<file path="src/rtl/sonar_echo_detector.sv">
// -----------------------------------------------------------------------------
// sonar_echo_detector
//
// Takes the signed Q15 FIR output, rectifies it and smooths it into an unsigned
// envelope. A ping-triggered state machine uses that envelope to report either
// a time-of-flight (samples from start to the first threshold crossing) or a
// timeout.
//
// Ports
//   clk           system clock
//   rst           asynchronous active-low reset
//   en            sample strobe (same strobe as the FIR)
//   y_in          signed FIR output, held stable between strobes
//   start         one-cycle ping trigger, restarts a measurement in any state
//   blank         samples after start during which echoes are ignored
//   timeout       sample count that ends a measurement with no echo (0 = max)
//   thr_hi        detect threshold on env
//   thr_lo        release threshold on env (hysteresis)
//   env           registered unsigned envelope
//   tof           captured count at detection, all-ones on timeout
//   valid         one-cycle pulse, tof updated by a detection
//   timeout_flag  one-cycle pulse, measurement ended without echo
//   busy          high while a measurement is in progress (BLANK/LISTEN/HOLD)
// -----------------------------------------------------------------------------
module sonar_echo_detector #(
   parameter int N  = 16,
   parameter int CW = 16,
   parameter int K  = 3
) (
   input  logic                clk,
   input  logic                rst,
   input  logic                en,
   input  logic signed [N-1:0] y_in,
   input  logic                start,
   input  logic [CW-1:0]       blank,
   input  logic [CW-1:0]       timeout,
   input  logic [N-1:0]        thr_hi,
   input  logic [N-1:0]        thr_lo,
   output logic [N-1:0]        env,
   output logic [CW-1:0]       tof,
   output logic                valid,
   output logic                timeout_flag,
   output logic                busy
);

   typedef enum logic [1:0] {
      S_IDLE   = 2'd0,
      S_BLANK  = 2'd1,
      S_LISTEN = 2'd2,
      S_HOLD   = 2'd3
   } state_t;

   state_t        state, state_nxt;
   logic [CW-1:0] cnt;
   logic [CW-1:0] cnt_inc;
   logic [CW-1:0] t_eff;
   logic [N-1:0]  env_nxt;
   logic          detect;
   logic          expire;

   // Magnitude of a signed sample; the most negative code has no positive
   // counterpart and is clamped to the largest positive value.
   function automatic logic [N-1:0] rectify(input logic signed [N-1:0] x);
      logic [N-1:0] mag;
      if (x == {1'b1, {(N-1){1'b0}}})
         mag = {1'b0, {(N-1){1'b1}}};
      else if (x[N-1])
         mag = ~x + 1'b1;
      else
         mag = x;
      return mag;
   endfunction

   // One-pole smoother: acc + (mag - acc) * 2^-K. The difference is carried
   // at N+1 bits so its sign survives, and the arithmetic shift floors toward
   // minus infinity, which lets the envelope decay all the way to zero. Both
   // operands are below 2^(N-1), so the sum never leaves that range.
   function automatic logic [N-1:0] smooth(input logic [N-1:0] acc,
                                           input logic [N-1:0] mag);
      logic signed [N:0] diff;
      logic signed [N:0] step;
      diff = $signed({1'b0, mag}) - $signed({1'b0, acc});
      step = diff >>> K;
      return acc + step[N-1:0];
   endfunction

   assign busy    = (state != S_IDLE);
   assign cnt_inc = (&cnt) ? cnt : cnt + 1'b1;
   assign t_eff   = (timeout == '0) ? '1 : timeout;
   assign env_nxt = smooth(env, rectify(y_in));

   // Next-state decisions use the count and envelope as they will be after
   // this strobe. The sample on which cnt reaches blank is already a listening
   // sample, so BLANK falls through to the LISTEN check on that strobe.
   always_comb begin
      state_nxt = state;
      detect    = 1'b0;
      expire    = 1'b0;
      if (start) begin
         state_nxt = S_BLANK;
      end else if (en) begin
         case (state)
            S_IDLE: state_nxt = S_IDLE;
            S_BLANK, S_LISTEN: begin
               if (cnt_inc >= t_eff) begin
                  expire    = 1'b1;
                  state_nxt = S_IDLE;
               end else if ((state == S_LISTEN) || (cnt_inc >= blank)) begin
                  if (env_nxt >= thr_hi) begin
                     detect    = 1'b1;
                     state_nxt = S_HOLD;
                  end else begin
                     state_nxt = S_LISTEN;
                  end
               end
            end
            S_HOLD: begin
               if (env_nxt < thr_lo)
                  state_nxt = S_IDLE;
            end
            default: state_nxt = S_IDLE;
         endcase
      end
   end

   always_ff @(posedge clk or negedge rst) begin
      if (!rst) begin
         state        <= S_IDLE;
         cnt          <= '0;
         env          <= '0;
         tof          <= '0;
         valid        <= 1'b0;
         timeout_flag <= 1'b0;
      end else begin
         state        <= state_nxt;
         valid        <= detect;
         timeout_flag <= expire;
         if (en)
            env <= env_nxt;
         if (start)
            cnt <= '0;
         else if (en && busy)
            cnt <= cnt_inc;
         if (detect)
            tof <= cnt_inc;
         else if (expire)
            tof <= '1;
      end
   end

endmodule
</file>
<file path="config.mk">
export PLATFORM = sky130hd
export DESIGN_NAME = sonar_echo_detector
export DESIGN_NICKNAME = d
export VERILOG_FILES = /design/src/rtl/sonar_echo_detector.sv
export SDC_FILE = /design/constraint.sdc
export NUM_CORES = 1
export LEC_CHECK = 0
export BUFFER_PORTS_ARGS = -buffer_cell sky130_fd_sc_hd__buf_2
export CORE_UTILIZATION = 45
export CTS_CLUSTER_DIAMETER = 100
export DETAILED_ROUTE_END_ITERATION = 8
export PLACE_DENSITY_LB_ADDON = 0.3
export SLEW_MARGIN = 20
export SYNTH_ARGS = -nofsm -noshare
export SYNTH_HDL_FRONTEND = slang
export SYNTH_SLANG_ARGS = --single-unit
</file>
<file path="constraint.sdc">
create_clock -name clk -period 14.5 [get_ports clk]
set_input_delay 1.45 -clock clk [delete_from_list [all_inputs] [get_ports clk]]
set_output_delay 1.45 -clock clk [all_outputs]
set_load 0.01 [all_outputs]
</file>
== Word-level counts from Yosys, hierarchy flattened ==
Index checks and enable logic that the tools add are counted.

* Bits of input ports: 84
* Output and inout port bits: 35
* Register bits after elaboration: 52

* $lt $le $gt $ge: 4
* Mux-type cells: 25
* Reduce and logical (&&, ||, !) cells: 11
* Equality and inequality tests: 6
* Add/sub/neg operators: 4
* Bitwise gates (word level): 1

{| class="wikitable"
|+ Operators with widths
! kind !! number
|-
| 16-bit 2-to-1 mux || 8
|-
| 16-bit greater-or-equal comparator || 3
|-
| 16-bit by 1-bit adder with 16-bit output (second input constant) || 2
|-
| 16-bit by 16-bit subtractor with 17-bit output || 1
|-
| 16-bit adder || 1
|-
| 16-bit equality test (second input constant) || 1
|-
| 16-bit zero test || 1
|-
| 16-bit less-than comparator || 1
|-
| 16-bit inverter || 1
|-
| 16-bit AND reduction || 1
|-
| 1-bit 2-to-1 mux || 11
|-
| 2-bit 2-to-1 mux || 5
|-
| 2-bit nonzero test || 4
|-
| 2-bit case mux with 3 select lines || 1
|-
| 2-bit equality test (second input constant) || 2
|-
| 4-bit != test (second input constant) || 1
|-
| 3-bit != test (second input constant) || 1
|-
| 3-bit AND reduction || 1
|-
| 2-bit by 1-bit equality test with 1-bit output (second input constant) || 1
|-
| 2-bit zero test || 1
|-
| 2-bit OR reduction || 1
|-
| 1-bit logical AND || 1
|-
| 1-bit logical OR || 1
|}

== Longest topological paths before layout ==
Gate-level depths: netlist (run 1).

* Depth in word-level cells: 14
* Gate-level depth with buffers: 33
* Depth with buffers taken out: 31

== Least setup slack after synthesis (run 1) ==
OpenSTA, ideal clock, no wires.

* Kind: in2reg
* Start: input y_in[0]
* End: register tof[12]
* Arrival: 7.300 ns
* Setup time: 0.125 ns
* Stages: 30
* Path slack: 7.075 ns
* Cells stage by stage: inv_1 -> ha_1 -> nor4b_1 -> nand4_1 -> clkbuf_1 -> nand2_1 -> ha_1 -> and3_1 -> and3_1 -> o211ai_1 -> and2_1 -> a21oi_1 -> a21oi_1 -> xnor2_1 -> ha_1 -> a21o_1 -> a211o_1 -> nor4b_1 -> o41a_1 -> o21ai_0 -> xnor2_1 -> xnor2_1 -> ha_1 -> nand4_1 -> nor4_1 -> a22oi_1 -> and2b_1 -> or4b_1 -> buf_6 -> mux2_4

* Longest elaborated chain between the ends: 14
* Elaborated cells on any way between the ends: 16
* Classes of those cells: add/sub (3); order compare (1); eq/ne (1); mux (9); bitwise (1); reduce/logical (1)

{| class="wikitable"
|+ RTL lines
! what !! line !! RTL
|-
| start: declaration || 33 || <nowiki>input logic signed [N-1:0] y_in,</nowiki>
|-
| 16-bit inverter || 68 || <nowiki>mag = ~x + 1'b1;</nowiki>
|-
| 16-bit by 1-bit adder with 16-bit output || 68 ||
|-
| 16-bit 2-to-1 mux || 67 || <nowiki>else if (x[N-1])</nowiki>
|-
| 16-bit 2-to-1 mux * || 65 || <nowiki>if (x == {1'b1, {(N-1){1'b0}}})</nowiki>
|-
| 16-bit by 16-bit subtractor with 17-bit output * || 82 || <nowiki>diff = $signed({1'b0, mag}) - $signed({1'b0, acc});</nowiki>
|-
| 16-bit adder * || 84 || <nowiki>return acc + step[N-1:0];</nowiki>
|-
| via env_nxt[15] || 57 || <nowiki>logic [N-1:0] env_nxt;</nowiki>
|-
| 16-bit greater-or-equal comparator * || 109 || <nowiki>if (env_nxt >= thr_hi) begin</nowiki>
|-
| 1-bit 2-to-1 mux * || 109 ||
|-
| 1-bit 2-to-1 mux * || 108 || <nowiki>end else if ((state == S_LISTEN) || (cnt_inc >= blank)) begin</nowiki>
|-
| 1-bit 2-to-1 mux * || 105 || <nowiki>if (cnt_inc >= t_eff) begin</nowiki>
|-
| 1-bit 2-to-1 mux * || 102 || <nowiki>case (state)</nowiki>
|-
| 1-bit 2-to-1 mux * || 101 || <nowiki>end else if (en) begin</nowiki>
|-
| 1-bit 2-to-1 mux * || 99 || <nowiki>if (start) begin</nowiki>
|-
| 16-bit 2-to-1 mux / 2-bit nonzero test (equally long branches) || n/a ||
|-
| end signal: assignment || 145 || <nowiki>tof <= cnt_inc;</nowiki>
|-
| end: declaration || 40 || <nowiki>output logic [CW-1:0] tof,</nowiki>
|}

Mark *: on every way through the listed nets, which the timed path passes. The rest lies on a longest branch.
A chain may end at the register's enable or synchronous reset.

== Final worst setup path (run 1) ==
Ends and elaborated chain as after synthesis.

==> results.ini, run 1 <==
[status]
status=completed

[setup_path]
crit_slowest_cell=or4b_1
cp-start-kind=primary input
crit_arrival_ps=8650
path_max_fanout=17
crit_family=simple AND/OR/NAND/NOR gates
crit_type=primary input to flip-flop
reg2reg_depth=24
regToRegStartpoint=env[6]
r2r_slack_ps=8070
cp-end-kind=flip-flop
r2r-end=tof[12]
cpMostUsedCell=ha_1
path_buf_inv=2
required_ps=14690
cpPeakStageDelay_ps=900

[placement]
numPortBuffers=118
hpwl_mm=11.2
dpl.cell_count=979
gp_congestion=0.836

[clock_network]
path_clk_slew_ps=70
htree_levels=2
cts_inserted_buffers=5
postCtsSetupRepairBufs=0
holdBufCountCts=0
cts_max_path_buffers=2
cts_tree=built
root_buffer=clkbuf_16
clock_sinks=52
insertion_delay_ps=300
cts_resized=0

[floorplan]
std_cell_rows=40
die_h_um=115
io_pins=119
fp.coreArea_mm2=0.0122
die-area_mm2=0.0132
initial_core_util=0.469
chipWidth_um=115

[min_path]
whs_path_depth=2
whs_endpoint=tof[5]
hold_start=tof[5]
hp-class=flip-flop to flip-flop

[grt]
grt_use_total=0.216
antenna_found_initial=0
grt_pass1_vias=5085
grt_pass1_wl_mm=22.7
grt-ovfl-total=0
grt_max_degree=53

[final_layout]
fin_nets=1003
syn2layout_area_growth_pct=15.6
utilization=0.543
instances_no_fill=987
drive_above_1_share=0.170
n_antenna_cell=0

[logic_synthesis]
synth_cell_types=55
ys_ff_latch=52
yosysTopAreaCell=dfrtp_1
syn_inst=708
ys_seq_area_frac=0.227
synth_flop_cell=dfrtp_1
ys_top_cells_by_area=dfrtp_1 23%, ha_1 22%, inv_1 5.9%
yosysWarningCount=0
synthesis.nets=893
synthArstFlopShare=1.00
synth_area_mm2=0.00573
avgSynthCellArea_um2=8.09
synth_top_area_share=0.227
synth_edf_count=0

[sta]
setup_violations=0
fin_crit_ps=8460
finalSetupTns_ps=0
finalHoldViolCount=0
min_period_over_period=0.583
rsz0062_at_grt=false
slew_violations=0
tightest_slew_ps=988
max_freq_mhz=118
slew_headroom=0.342
skew_ps=8.70

[drt]
avgViaCountPerCell=5.27
drt-met1-wl_mm=6.20
wire_per_inst_um=13.7
top_layer=met4
wl_met2_mm=6.72
vias=5202
wl_met3_um=442
drt_iter0_markers=140
drc=0
drt-pass1-iter-count=4
routed_wl_mm=13.6
final_antenna_net_count=0

[pwr]
power.density_mw_per_mm2=280
fin_total_pwr_mw=1.85
power.leakage_nw=3.68
peakVddDrop_v=0.000116

[flow_run]
max_cap_viol_count=0

[layer usage]
metal  GRT usage  vias up
li1            -     2709
met1       0.257     2376
met2       0.410      105
met3      0.0237       12
met4      0.0545        0
met5           0        -
[layout make-up]
| type | instances | area [um^2] |
|---|---|---|
| Timing Repair Buffer | 120 | 606 |
| Inverter | 90 | 338 |
| Tap cell | 168 | 210 |
| Clock inverter | 3 | 42.5 |
| Multi-Input combinational cell | 549 | 4000 |
| Fill cell | 1211 | 5590 |
| Clock buffer | 5 | 125 |
| Sequential cell | 52 | 1300 |
[flip-flops by register name, summed over array words and instances, names as in the netlist]
signal	count
cnt	16
env	16
tof	16
state	2
timeout_flag	1
valid	1
[worst reg2reg max path, cell delays in order (launching register included)]
cell      delay [ps]
dfrtp_1          400
inv_1             90
ha_1             330
and3_1           170
and3_1           150
o211ai_1         110
and2_1           200
a21oi_1          220
a21oi_1          110
xnor2_1          220
ha_1             290
a21o_1           190
a211o_1          300
nor4b_1          410
o41a_1           260
o21ai_0          110
xnor2_1          220
xnor2_1          120
ha_1             300
nand4_1          110
nor4_1           310
a22oi_1          100
and2b_1          220
or4b_1           900
mux2_4           460
[Yosys cell counts, types with 15 or more instances]
cell type / instances
a21o_1: 23
a21oi_1: 47
nor2_1: 72
inv_1: 90
xor2_1: 22
nand3_1: 15
xnor2_1: 30
nand2_1: 53
dfrtp_1: 52
ha_1: 100
o21ai_0: 38
mux2i_1: 17
[power breakdown]
group | internal (mW) | switching (mW) | leakage, nW | total (mW)
registers | 0.187 | 0.0353 | 0.687 | 0.222
clock network | 0.0812 | 0.0559 | 0.0798 | 0.137
logic | 0.651 | 0.842 | 2.92 | 1.49
total | 0.920 | 0.934 | 3.68 | 1.85
[logic make-up (layout without fill, tap and decap cells)]
kind of cell	Yosys count	count (layout)	share of synthesized area
fa+ha+maj	101	101	0.222
compound gates	158	158	0.177
simple gates	217	217	0.182
flops	52	52	0.227
buf+inv	107	218	0.0745
xor+xnor	52	52	0.0795
mux	21	21	0.0382
[worst max path at each step]
stage          startpoint       to  slack [ps]  cells past startpoint
3_3_place_gp      y_in[0]  tof[12]        5850                     29
4_1_cts           y_in[0]  tof[12]        6020                     29
3_5_place_dp      y_in[0]  tof[12]        5720                     29
6_report          y_in[0]  tof[12]        6040                     29
5_1_grt           y_in[0]  tof[12]        5400                     29
2_1_floorplan     y_in[0]  tof[12]        7070                     30
[metrics by stage]
stage,worst slack [ps],hold slack (ps),instance area (um^2)
floorplan,7070,534,5730
global placement,5850,534,6460
detailed placement,5720,540,6460
CTS,6020,552,6630
global route,5400,592,6630
finish,6040,543,6630
[layout by cell type, fill, tap and decap left out, types with 2 or more instances in the layout]
cell type and n:
a21oi_1 47, nor2b_1 6, nor3b_1 3, o41ai_1 3, mux2i_1 17, ha_1 100, or3_1 5, dfrtp_1 52
o21bai_1 2, xor2_1 22, nand2b_1 6, a21o_1 23, clkbuf_16 5, buf_2 118, o211ai_1 6, nor4_1 7
nor4b_1 3, nor2_1 72, and2_1 5, o21ai_0 38, o21a_1 8, nand4_1 13, nor3_1 14, or2_2 2
nand2_1 53, a2111oi_0 3, o31ai_1 6, and3_1 7, nand3_1 15, xnor2_1 30, buf_4 2, a31oi_1 4
and4_1 2, a211o_1 2, mux2_2 3, inv_1 90, a211oi_1 5
Note: power is estimated with default switching activity, not from simulation.
==> inputs of run 2 (changes only) <==
Clock period 14.5 ns to 8.9 ns, I/O delays scaled along.
==> run 2 against run 1 <==
Final cell count stayed put. Sequential power increased by 63%. Utilization decreased by 0.18 points. Clock skew fell by 4.3 ps. Critical path depth increased by 1. Sequential share of layout area grew 0.067 points. Combinational power is 62% higher. First-iteration DRC count is 44% higher. Critical endpoint is now tof[5]. Via count shrank 0.67%. Cell area down 0.34%. Clock-buffer cell count is the same.
==> results.ini, run 2 (same netlist as run 1, synthesis figures left out) <==
[status]
status=completed

[setup_path]
critical_path.startpoint=y_in[0]
cp-end-kind=flip-flop
crit_arrival_ps=7740  ; -910 ps
cpPeakStageDelay_ps=690  ; -210 ps
regToRegStartpoint=env[6]
cpMostUsedCell=ha_1
path_max_fanout=12  ; -5
crit_family=simple AND/OR/NAND/NOR gates
cp-start-kind=primary input
crit_type=primary input to flip-flop
r2r_slack_ps=2740  ; -5330 ps
required_ps=9060  ; -5630 ps
path_buf_inv=3  ; +1
crit_slowest_cell=or4b_1

[grt]
grt_pass1_wl_mm=22.9  ; +1.0%
grt_pass1_vias=5132  ; +0.92%
antenna_found_initial=0  ; unchanged
grt_max_degree=53  ; unchanged
grt-ovfl-total=0  ; unchanged
grt_use_total=0.218  ; +0.00251

[sta]
rsz0062_at_grt=false
tightest_slew_ps=830  ; -158 ps
min_period_over_period=0.852
setup_violations=0  ; unchanged
finalSetupTns_ps=0  ; unchanged
slew_violations=0  ; unchanged
max_freq_mhz=132
skew_ps=4.39  ; -4.31 ps
finalHoldViolCount=0  ; unchanged
fin_crit_ps=7580
slew_headroom=0.445  ; +0.103

[clock_network]
cts_inserted_buffers=5  ; unchanged
path_clk_slew_ps=70  ; about the same
root_buffer=clkbuf_16
htree_levels=2  ; unchanged
cts_tree=built
cts_resized=0  ; unchanged
postCtsSetupRepairBufs=0  ; unchanged
cts_max_path_buffers=2  ; unchanged
holdBufCountCts=0  ; unchanged
insertion_delay_ps=290  ; about the same
clock_sinks=52  ; unchanged

[drt]
final_antenna_net_count=0  ; unchanged
drt_iter0_markers=201  ; +44%
routed_wl_mm=13.5  ; -0.46%
avgViaCountPerCell=5.24  ; -0.67%
drt-pass1-iter-count=4  ; unchanged
wire_per_inst_um=13.7  ; -0.46%
drc=0  ; unchanged
vias=5167  ; -0.67%

[floorplan]
initial_core_util=0.469  ; unchanged
std_cell_rows=40  ; unchanged
io_pins=119  ; unchanged
chipWidth_um=115  ; unchanged
die-area_mm2=0.0132  ; unchanged
die_h_um=115  ; unchanged
fp.coreArea_mm2=0.0122  ; unchanged

[final_layout]
most-common-layout-cells=118 x buf_2, 100 x ha_1, 90 x inv_1, 72 x nor2_1, 53 x nand2_1
n_antenna_cell=0  ; unchanged
fin_nets=1004  ; +0.10%
syn2layout_area_growth_pct=15.2
fill_cells=1247  ; +3.0%
top_regs=cnt (16), env (16), tof (16)
final_common_cell=buf_2
multi_input_area_mm2=0.00400  ; unchanged
regArea_mm2=0.00130  ; unchanged
drive_above_1_share=0.170  ; unchanged
utilization=0.541  ; -0.00184

[pwr]
power.leakage_nw=3.67  ; -0.27%
peakVddDrop_v=0.000189  ; +63%
power.density_mw_per_mm2=451  ; +61%

[min_path]
hold_start=tof[6]
hp-class=flip-flop to flip-flop

[placement]
gp_congestion=0.847  ; +1.3%
numPortBuffers=118  ; unchanged
hpwl_mm=11.3  ; +0.41%

[flow_run]
max_cap_viol_count=0  ; unchanged

run 2: changes by cell type in the layout (fill, tap and decap cells not counted), sizes merged:
cell / change
buf: +1
bufinv: -1
run 2: worst paths after layout:
path / to / cells after the start
worst min register to register: tof[6] / 2
max in group asynchronous: state[1] / 2
worst min-delay path: tof[6] / 2
worst max register to register: tof[5] / 25
worst max-delay path: tof[5] / 30
min in group asynchronous: env[2] / 2
run 2: tightest hold or removal path, delay by kind of cell (launching register included):
family        cells  cell delay [ps]
simple gates      1               50
mux               1              110
flops             1              340
run 2: final cells by class:
| type | instances | area share |
|---|---|---|
| repair buffers | 121 | 0.0929 |
| well taps | 168 | 0.0318 |
| clock buffers | 5 | 0.0190 |
| multi-input cells | 549 | 0.606 |
| clock inverters | 2 | 0.00190 |
| flip-flops and latches | 52 | 0.197 |
| inverters | 90 | 0.0512 |
run 2: through the flow:
stage	cell area, um^2	instances	hold slack [ps]	power, mW	setup slack [ps]
6_report	6600	987	542	2.98	1320
2_1_floorplan	5730	708	534	2.20	2030
3_3_place_gp	6460	980	532	2.74	1020
3_5_place_dp	6460	980	532	2.79	953
5_1_grt	6600	987	591	3.35	711
4_1_cts	6600	987	548	3.00	1250
run 2: power breakdown:
group | total (mW) | switching (mW) | internal (mW)
sequential | 0.361 | 0.0568 | 0.305
combinational | 2.42 | 1.36 | 1.06
clock | 0.193 | 0.0902 | 0.102
total | 2.98 | 1.51 | 1.47
run 2: metal layers:
| metal | routed length [um] | vias up | GRT usage |
|---|---|---|---|
| met5 | 0 | - | 0 |
| met4 | 195 | 0 | 0.0563 |
| met3 | 465 | 15 | 0.0295 |
| met2 | 6780 | 95 | 0.412 |
| met1 | 6060 | 2355 | 0.259 |
| li1 | - | 2702 | - |
==> inputs of run 3 (changes only) <==
Settings changed: ABC_AREA set to 1.
==> run 3 against run 2 <==
Total power is 5.1% higher. Highest routed layer unchanged. Sequential cell count stayed put. Critical endpoint is now tof[0]. Clock skew hardly changed. Fmax is 19% higher. Non-clock buffer count is 1 lower. Synthesized cell count is 19% higher. Worst hold slack worse by 52 ps.
==> results.ini, run 3 <==
[status]
status=completed

[drt]
vias=5713  ; +11%
drt_iter0_markers=237  ; +18%
wire_per_inst_um=13.0  ; -5.3%
drt-pass1-iter-count=4  ; unchanged
routed_wl_mm=14.7  ; +8.8%
final_antenna_net_count=0  ; unchanged
drc=0  ; unchanged
avgViaCountPerCell=5.04  ; -3.8%

[setup_path]
crit_type=primary input to flip-flop
cpPeakStageDelay_ps=340  ; -350 ps
critical_path.startpoint=y_in[1]
required_ps=9090  ; +30 ps
r2r-end=tof[0]
crit_arrival_ps=6570  ; -1170 ps
path_max_fanout=17  ; +5
regToRegStartpoint=env[2]
cp-start-kind=primary input
reg2reg_depth=28  ; +12%
cpMostUsedCell=nand2_1
crit_slowest_cell=nor3_1
r2r_slack_ps=3730  ; +990 ps
cp-end-kind=flip-flop

[grt]
antenna_found_initial=0  ; unchanged
grt_pass1_wl_mm=24.9  ; +8.9%
grt-ovfl-total=0  ; unchanged
grt_max_degree=53  ; unchanged
grt_use_total=0.231  ; +0.0127
grt_pass1_vias=5552  ; +8.2%

[placement]
hpwl_mm=12.3  ; +9.0%
place_worst_setup_slack_ps=2280  ; +1320 ps
gp_congestion=0.889  ; +5.0%
numPortBuffers=118  ; unchanged
dpl.cell_count=1127  ; +15%

[final_layout]
syn2layout_area_growth_pct=16.3
drive_above_1_share=0.165  ; -0.00444
most-common-layout-cells=137 x nand2_1, 137 x inv_1, 118 x buf_2, 104 x nor2_1, 100 x ha_1
fin_nets=1147  ; +14%
n_antenna_cell=0  ; unchanged
instances_no_fill=1134  ; +15%
top_regs=cnt (16), env (16), tof (16)

[clock_network]
holdBufCountCts=0  ; unchanged
clock_sinks=52  ; unchanged
htree_levels=2  ; unchanged
cts_inserted_buffers=5  ; unchanged
insertion_delay_ps=290  ; about the same
path_clk_slew_ps=70  ; about the same
postCtsSetupRepairBufs=0  ; unchanged
root_buffer=clkbuf_16
cts_resized=0  ; unchanged
cts_tree=built
cts_max_path_buffers=2  ; unchanged

[logic_synthesis]
synthesis.nets=1031  ; +15%
synth_area_mm2=0.00587  ; +2.4%
yosysTopAreaCell=dfrtp_1
avgSynthCellArea_um2=6.93  ; -14%
synth_flop_cell=dfrtp_1
synth_edf_count=0  ; unchanged
ys_seq_area_frac=0.222  ; -0.00528
synth_top_area_share=0.222  ; -0.00528
ys_top_cells_by_area=dfrtp_1 22%, ha_1 21%, inv_1 8.8%
syn_inst=846  ; +19%
yosysWarningCount=0  ; unchanged
synthArstFlopShare=1.00  ; unchanged
synthTopCellsByCount=137 x inv_1, 137 x nand2_1, 104 x nor2_1, 100 x ha_1, 69 x a21oi_1
ys_ff_latch=52  ; unchanged
synth_cell_types=42  ; -24%

[sta]
fin_crit_ps=6380  ; -1200 ps
tightest_slew_ps=711  ; -119 ps
skew_ps=4.56  ; +0.168 ps
slew_violations=0  ; unchanged
min_period_over_period=0.717  ; -0.135
max_freq_mhz=157  ; +19%
slew_headroom=0.522  ; +0.0775
worst_slack_ps=2520  ; +1200 ps
rsz0062_at_grt=false
finalHoldViolCount=0  ; unchanged
finalSetupTns_ps=0  ; unchanged
setup_violations=0  ; unchanged

[floorplan]
die-area_mm2=0.0135  ; +2.3%
chipWidth_um=116  ; +1.2%
fp.coreArea_mm2=0.0127  ; +3.8%
std_cell_rows=41  ; +2.5%
io_pins=119  ; unchanged
die_h_um=116  ; +1.2%
initial_core_util=0.463  ; -0.00624

[pwr]
power.leakage_nw=3.86  ; +5.0%
fin_total_pwr_mw=3.13  ; +5.1%
power.density_mw_per_mm2=458  ; +1.7%
peakVddDrop_v=0.000192  ; +1.7%

[min_path]
hold_start=tof[11]
hp-class=flip-flop to flip-flop
whs_endpoint=tof[11]
whs_path_depth=2  ; unchanged

[flow_run]
max_cap_viol_count=0  ; unchanged

run 3: changes by cell type after synthesis, moves of 20 or more:
cell     delta
inv_1      +47
a21oi_1    +22
xnor2_1    -24
nand2_1    +84
nor2_1     +32
a21o_1     -20
run 3: kinds of logic (layout without fill, tap and decap cells):
| group | Yosys count | in the layout | share of synthesized area |
|---|---|---|---|
| AND/OR/NAND/NOR | 339 | 339 | 0.255 |
| AO/OA/AOI/OAI | 159 | 159 | 0.148 |
| buffers and inverters | 156 | 272 | 0.101 |
| adder cells (fa/ha/maj) | 101 | 101 | 0.217 |
| flip-flops | 52 | 52 | 0.222 |
| XOR/XNOR | 39 | 39 | 0.0582 |
run 3: metrics by stage:
stage          utilization  area (um^2)  hold WS (ps)
2_1_floorplan            -         5870           468
4_1_cts              0.539         6830           500
3_3_place_gp         0.524         6640           477
3_5_place_dp         0.524         6640           483
6_report             0.539         6830           490
5_1_grt              0.539         6830           526
run 3: worst max-delay path by stage:
stage	endpoint	slack (ps)	cells past startpoint
2_1_floorplan	tof[1]	3190	34
3_3_place_gp	tof[0]	2470	33
3_5_place_dp	tof[0]	2280	33
4_1_cts	tof[0]	2560	33
5_1_grt	tof[1]	1910	34
6_report	tof[0]	2520	33
run 3: power breakdown:
group / switching (mW) / leakage, nW / internal [mW]
clock network: 0.0908 / 0.0899 / 0.160
logic: 1.51 / 3.10 / 0.974
registers: 0.0684 / 0.671 / 0.322
total: 1.67 / 3.86 / 1.46
run 3: critical path: cells and delay by family:
family | cells | cell delay (ps)
buffers and inverters | 2 | 200
and+or+nand+nor | 18 | 3140
AOI/OAI and AO/OA | 10 | 1470
adders and majority gates | 3 | 880
run 3: area by class of cell:
class	count	area, um^2
fillers	1304	5850
clock buffers	5	125
clock inverters	2	60.1
repair buffers	120	606
multi-input cells	638	3970
well taps	172	215
inverters	145	544
flip-flops and latches	52	1300
run 3: per-layer routing:
layer	vias to the layer above	GRT usage	part of all wire
met4	0	0.0581	0.017
met5	-	0	0
met3	17	0.0259	0.038
li1	3017	-	-
met2	129	0.428	0.49
met1	2550	0.284	0.45
